## src/rtl/a2d_pkg.sv

```systemverilog
// Shared constants and types for the A2D SPI responder (ADC128S-compatible frame format).
package a2d_pkg;

  localparam int NUM_CH       = 8;
  localparam int DATA_W       = 12;
  localparam int FRAME_BITS   = 16;
  localparam int SYNC_STAGES  = 2;
  localparam int ADDR_IDX_MSB = 13;
  localparam int ADDR_IDX_LSB = 11;
  localparam int ADDR_W       = ADDR_IDX_MSB - ADDR_IDX_LSB + 1;
  localparam int CNT_W        = $clog2(FRAME_BITS + 1);

  localparam logic [CNT_W-1:0] LAST_BIT = CNT_W'(FRAME_BITS);

  typedef enum logic [1:0] {
    ARM  = 2'd0,
    IDLE = 2'd1,
    XFER = 2'd2
  } a2d_rsp_state_t;

  typedef struct packed {
    a2d_rsp_state_t   state;
    logic             ss_n;
    logic             sclk;
    logic             mosi;
    logic [CNT_W-1:0] bit_cnt;
  } a2d_rsp_dbg_t;

  // Result word as it goes on the wire: four leading zeros, then the sample MSB first.
  function automatic logic [FRAME_BITS-1:0] pad_result(input logic [DATA_W-1:0] d);
    return {{(FRAME_BITS - DATA_W){1'b0}}, d};
  endfunction

endpackage

```

## src/rtl/spi_edge_sync.sv

```systemverilog
// Multi-flop synchronizer for one asynchronous pin, plus single-clk rise/fall pulses
// derived from the synchronized level (one extra clk of latency).
module spi_edge_sync #(
  parameter int   STAGES  = 2,
  parameter logic RST_VAL = 1'b0
) (
  input  logic clk,
  input  logic rst_n,
  input  logic din_i,
  output logic level_o,
  output logic rise_o,
  output logic fall_o
);

  logic [STAGES-1:0] sync_q;
  logic              prev_q;

  always_ff @(posedge clk) begin
    if (!rst_n) begin
      sync_q <= {STAGES{RST_VAL}};
      prev_q <= RST_VAL;
    end else begin
      sync_q <= {sync_q[STAGES-2:0], din_i};
      prev_q <= sync_q[STAGES-1];
    end
  end

  assign level_o = sync_q[STAGES-1];
  assign rise_o  = sync_q[STAGES-1] & ~prev_q;
  assign fall_o  = ~sync_q[STAGES-1] & prev_q;

endmodule

```

## src/rtl/a2d_spi_responder.sv

```systemverilog
// SPI responder emulating an ADC128S: the address received in one frame selects the
// 12-bit channel sample shifted out on MISO during the following frame.
module a2d_spi_responder #(
  parameter int NUM_CH      = a2d_pkg::NUM_CH,
  parameter int SYNC_STAGES = a2d_pkg::SYNC_STAGES
) (
  input  logic                                 clk,
  input  logic                                 rst_n,
  input  logic                                 SS_n,
  input  logic                                 SCLK,
  input  logic                                 MOSI,
  output logic                                 MISO,
  input  logic [NUM_CH*a2d_pkg::DATA_W-1:0]    chnl_data,
  output logic                                 frm_done,
  output logic                                 frm_err,
  output logic [a2d_pkg::ADDR_W-1:0]           last_chnnl,
  output a2d_pkg::a2d_rsp_dbg_t                dbg_o
);

  import a2d_pkg::*;

  logic ss_s, ss_rise, ss_fall;
  logic sclk_s, sclk_rise, sclk_fall;
  logic [SYNC_STAGES-1:0] mosi_sync_q;
  logic mosi_s;

  // SS_n syncs reset to "selected" so a frame already running at reset cannot
  // produce a false fall; ARM then waits for the master to deselect.
  spi_edge_sync #(.STAGES(SYNC_STAGES), .RST_VAL(1'b0)) u_ss_sync (
    .clk     (clk),
    .rst_n   (rst_n),
    .din_i   (SS_n),
    .level_o (ss_s),
    .rise_o  (ss_rise),
    .fall_o  (ss_fall)
  );

  spi_edge_sync #(.STAGES(SYNC_STAGES), .RST_VAL(1'b1)) u_sclk_sync (
    .clk     (clk),
    .rst_n   (rst_n),
    .din_i   (SCLK),
    .level_o (sclk_s),
    .rise_o  (sclk_rise),
    .fall_o  (sclk_fall)
  );

  always_ff @(posedge clk) begin
    if (!rst_n) mosi_sync_q <= '0;
    else        mosi_sync_q <= {mosi_sync_q[SYNC_STAGES-2:0], MOSI};
  end
  assign mosi_s = mosi_sync_q[SYNC_STAGES-1];

  a2d_rsp_state_t          state_q, state_d;
  logic [CNT_W-1:0]        bit_cnt_q, bit_cnt_d;
  // Bit 15 of the received word would never be read, so only 15 bits are kept.
  logic [FRAME_BITS-2:0]   rx_q, rx_d;
  logic [FRAME_BITS-1:0]   tx_q, tx_d;
  logic [ADDR_W-1:0]       ch_sel_q, ch_sel_d;
  logic [ADDR_W-1:0]       last_q, last_d;
  logic                    miso_q, miso_d;
  logic                    done_q, done_d;
  logic                    err_q, err_d;
  logic [DATA_W-1:0]       sel_data;

  // Unpopulated addresses fall through to zero.
  always_comb begin
    sel_data = '0;
    for (int c = 0; c < NUM_CH; c++) begin
      if (ch_sel_q == ADDR_W'(c)) sel_data = chnl_data[c*DATA_W +: DATA_W];
    end
  end

  always_comb begin
    state_d   = state_q;
    bit_cnt_d = bit_cnt_q;
    rx_d      = rx_q;
    tx_d      = tx_q;
    ch_sel_d  = ch_sel_q;
    last_d    = last_q;
    done_d    = 1'b0;
    err_d     = 1'b0;
    case (state_q)
      ARM: begin
        if (ss_s) state_d = IDLE;
      end
      IDLE: begin
        if (ss_fall) begin
          tx_d      = pad_result(sel_data);
          bit_cnt_d = '0;
          state_d   = XFER;
        end
      end
      XFER: begin
        // Deselect takes priority; an SCLK edge seen on the same clk is dropped.
        if (ss_rise) begin
          state_d = IDLE;
          if (bit_cnt_q == LAST_BIT) begin
            ch_sel_d = rx_q[ADDR_IDX_MSB:ADDR_IDX_LSB];
            last_d   = rx_q[ADDR_IDX_MSB:ADDR_IDX_LSB];
            done_d   = 1'b1;
          end else begin
            err_d = 1'b1;
          end
        end else begin
          if (sclk_rise && (bit_cnt_q != LAST_BIT)) begin
            rx_d      = {rx_q[FRAME_BITS-3:0], mosi_s};
            bit_cnt_d = bit_cnt_q + 1'b1;
          end
          if (sclk_fall) begin
            if ((bit_cnt_q != '0) && (bit_cnt_q != LAST_BIT)) tx_d = tx_q << 1;
            else if (bit_cnt_q == LAST_BIT)                   tx_d = '0;
          end
        end
      end
      default: state_d = ARM;
    endcase
    miso_d = (state_d == XFER) ? tx_d[FRAME_BITS-1] : 1'b0;
  end

  always_ff @(posedge clk) begin
    if (!rst_n) begin
      state_q   <= ARM;
      bit_cnt_q <= '0;
      rx_q      <= '0;
      tx_q      <= '0;
      ch_sel_q  <= '0;
      last_q    <= '0;
      miso_q    <= 1'b0;
      done_q    <= 1'b0;
      err_q     <= 1'b0;
    end else begin
      state_q   <= state_d;
      bit_cnt_q <= bit_cnt_d;
      rx_q      <= rx_d;
      tx_q      <= tx_d;
      ch_sel_q  <= ch_sel_d;
      last_q    <= last_d;
      miso_q    <= miso_d;
      done_q    <= done_d;
      err_q     <= err_d;
    end
  end

  assign MISO       = miso_q;
  assign frm_done   = done_q;
  assign frm_err    = err_q;
  assign last_chnnl = last_q;

  always_comb begin
    dbg_o         = '0;
    dbg_o.state   = state_q;
    dbg_o.ss_n    = ss_s;
    dbg_o.sclk    = sclk_s;
    dbg_o.mosi    = mosi_s;
    dbg_o.bit_cnt = bit_cnt_q;
  end

endmodule

```

## config.mk

```make
export PLATFORM = sky130hd
export DESIGN_NAME = a2d_spi_responder
export DESIGN_NICKNAME = d
export VERILOG_FILES = /design/src/rtl/a2d_pkg.sv /design/src/rtl/spi_edge_sync.sv /design/src/rtl/a2d_spi_responder.sv
export SDC_FILE = /design/constraint.sdc
export NUM_CORES = 1
export LEC_CHECK = 0
export CAP_MARGIN = 25
export CORE_MARGIN = 4
export CORE_UTILIZATION = 48
export DETAILED_ROUTE_END_ITERATION = 8
export PLACE_DENSITY = 0.87
export RECOVER_POWER = 100
export SYNTH_ARGS = -nofsm -noshare
export SYNTH_HDL_FRONTEND = slang
export SYNTH_HIERARCHICAL = 1
export SYNTH_SLANG_ARGS = --single-unit
```

## constraint.sdc

```tcl
create_clock -name clk -period 2.65 [get_ports clk]
set_input_delay 0.265 -clock clk [delete_from_list [all_inputs] [get_ports clk]]
set_output_delay 0.265 -clock clk [all_outputs]
set_load 0.01 [all_outputs]
```

==> impl_results.md <==
- Status: finished, final reports clean
- Sequential Power Share: 53.2%
- DIE AREA: 0.00759 mm^2
- Clock share of power: 29.7%
- Worst hold start: u_sclk_sync/sync_q[0]
- Register area: 0.00102 mm^2
- Placer Congestion: 0.907
- Total track usage: 22.6%
- Hold Buf Count CTS: 0
- Htree depth: 2
- DRT Wirelength: 8670 um
- Logic gate share of total power: 17.1%
- Routed length per placed instance: 15.9 um
- Fin nets: 576
- Cts repair resizes: 0
- Starting Density: 50.2%
- DP Worst Slack: 0.510 ns
- Crit Path Class: reg2out
- Worst-Skew Late Latency: 0.31 ns
- CORE AREA: 0.00599 mm^2
- Worst Hold Margin: 0.414 ns
- Synth Warn #: 6
- Final min period: 2.27 ns
- Slew at the pin closest to its max-slew limit: 1.32 ns
- Final TNS setup: 0 ns
- Final Hold Fails: 0
- Area of the multi-input gates: 0.00181 mm^2
- Seq/Total Area, Yosys: 34.0%
- Reg2reg start: bit_cnt_q[0]
- Final ANT Viol Nets: 0
- Reg2reg path depth: 7
- Element type at the critical path start: flip-flop
- Critical Path Sink Type: output pin
- Unique masters post-synth: 43
- Slew Limit Headroom: 12.0%
- Register bit count reported by yosys: 51
- Switching share of power: 23.0%
- Post-synthesis cell count: 367
- Clock transition at path regs: 0.09 ns
- Req. time, crit path: 2.38 ns
- R2r endpoint: tx_q[0]
- VDD IR-drop max: 0.310 mV
- Syn Area/Cell: 8.19 um^2
- Number of global-route vias before repair: 2930
- Share of layout cells above drive strength 1: 6.17%
- Power Internal: 1.15 mW
- Worst min-delay path class: reg2reg
- P_sw: 0.344 mW
- Post-synth top flop: dfxtp_1
- CTS root buf: clkbuf_8
- WP data arrival: 2.01 ns
- P&R area growth vs syn: 41.3%
- Fin worst setup slack: 0.379 ns
- Drt initial violations: 177
- GRT overflow: 0
- Via count: 3034
- Die Y: 87.1 um
- WHS Endpoint: u_sclk_sync/sync_q[1]
- Top-Level Pins: 117
- Antenna diodes: 0
- Fin util: 70.9%
- EDFF count, synth: 0
- DRT Pass-1 Iters: 5
- Final Skew: 0.00731 ns
- Tcrit/Tclk final: 85.7%
- Setup Buffers After CTS: 0
- HPWL after detailed placement: 6700 um
- Worst reg-to-reg setup slack: 0.46 ns
- # fillers: 466
- Pwr Density: 352 mW/mm^2
- Clk sinks: 51
- Global-route wire length before repair: 13800 um
- Pins Over Slew Limit: 0
- Initial antenna violation count: 0
- Number of buffers created by CTS: 5
- Fmax: 0.440 GHz
- Clock Tree Buf Depth: 2
- Inst Count DP: 537
- Die Wd: 87.1 um
- Async S/R FF share, synth: 0%
- Post-route DRC: 0
- Largest net degree at the start of global routing: 42
- Leakage: 1.42 nW
- Port bufs: 116
- CTS tree: done
- Final Non-Filler Cells: 545
- RSZ-0062 raised after global routing: false
- Net Count, Synth: 474
- Syn Std Cell Area: 0.00301 mm^2
- Final setup vio count: 0
- Vias per cell: 5.57
- Crit path max fanout: 22
- Hold path cells: 1
- Max Cap Violations: 0
- # rows: 28
-- worst max path at each step --
stage                     cells after the start       endpoint           from
after CTS                                     7        tx_q[0]   bit_cnt_q[0]
after detailed placement                      7        tx_q[0]   bit_cnt_q[0]
after global routing                          5           MISO          rst_n
after floorplan                               8        tx_q[0]   bit_cnt_q[0]
after global placement                        7        tx_q[0]   bit_cnt_q[0]
final                                         2  last_chnnl[1]  last_chnnl[1]
-- cells in the mapped netlist, types with 8 or more instances --
master,instances,area [um^2]
nand2b_1,16,100
nand2_1,49,184
o21ai_0,31,155
o221ai_1,8,70.1
buf_2,9,45.0
nor2_1,12,45.0
clkbuf_1,15,56.3
mux2i_1,17,170
a21boi_0,21,158
nor2b_1,8,50.1
dfxtp_1,51,1020
a21oi_1,33,165
mux2_2,14,158
o22ai_1,12,75.1
-- routing by layer --
metal	share of wire, %	track usage [%]	vias up
met5	0	0	-
met2	49	41.4	99
met1	41	26.3	1392
met4	2.0	7.11	0
li1	-	-	1528
met3	7.7	4.35	15
-- logic make-up (layout without fill, tap and decap cells) --
logic type,count (synthesis),count (layout),share of synthesized area [%]
muxes,32,32,11.7
DFF,51,51,34.0
xor gates and xnor gates,2,2,0.583
buffers and inverters,36,139,5.87
adders and majority gates,6,6,2.50
AOI/OAI and AO/OA,124,124,26.2
and+or+nand+nor,116,116,19.2
-- power by group through the flow --
stage | combinational (mW) | sequential, mW | clock (mW)
after floorplan | 0.0877 | 0.810 | 0
final | 0.255 | 0.795 | 0.443
after CTS | 0.258 | 0.796 | 0.457
after global placement | 0.251 | 0.813 | 0
after detailed placement | 0.256 | 0.813 | 0
after global routing | 0.278 | 0.798 | 0.488
-- critical path: stages, from the launching register on --
cell and delay, ns:
dfxtp_1 0.59, clkbuf_2 0.48, clkdlybuf4s50_1 0.63
-- placed cells by master, fill, tap and decap left out, drive strengths merged, types with 2 or more instances in the layout --
| cell type | count |
|---|---|
| nand2 | 49 |
| o21ai | 31 |
| or3 | 4 |
| dlygate4sd3 | 14 |
| nand4 | 3 |
| inv | 7 |
| mux2i | 17 |
| nor3 | 3 |
| o2111ai | 7 |
| clkdlybuf4s50 | 102 |
| o22ai | 12 |
| a211o | 3 |
| a21boi | 21 |
| dfxtp | 51 |
| ha | 6 |
| and2 | 7 |
| o221ai | 8 |
| mux2 | 14 |
| nor2 | 12 |
| clkbuf | 11 |
| nand3 | 6 |
| or2 | 2 |
| nor2b | 8 |
| xnor2 | 2 |
| nand2b | 16 |
| a32oi | 2 |
| buf | 4 |
| a21oi | 33 |
-- cell type report --
class / instances / share of cell area, %
sequential: 51 / 24.0
tap: 75 / 2.21
clock buffer: 6 / 1.71
inverter: 6 / 0.531
timing repair buffer: 125 / 28.5
multi-input combinational: 280 / 42.6
clock inverter: 2 / 0.383
-- state kept, by name, indices dropped and copies added (netlist names) --
register / flops
tx_q: 16
rx_q: 14
bit_cnt_q: 5
last_chnnl: 3
mosi_sync_q: 2
state_q: 2
u_sclk_sync/sync_q: 2
u_ss_sync/sync_q: 2
MISO: 1
frm_done: 1
frm_err: 1
u_sclk_sync/prev_q: 1
u_ss_sync/prev_q: 1
-- per-stage QoR --
| step | power (mW) | area (um^2) |
|---|---|---|
| floorplan | 0.898 | 3010 |
| global placement | 1.06 | 4180 |
| detailed placement | 1.07 | 4180 |
| CTS | 1.51 | 4260 |
| global route | 1.56 | 4250 |
| finish | 1.49 | 4250 |
Power figures use the tool's default switching activity.
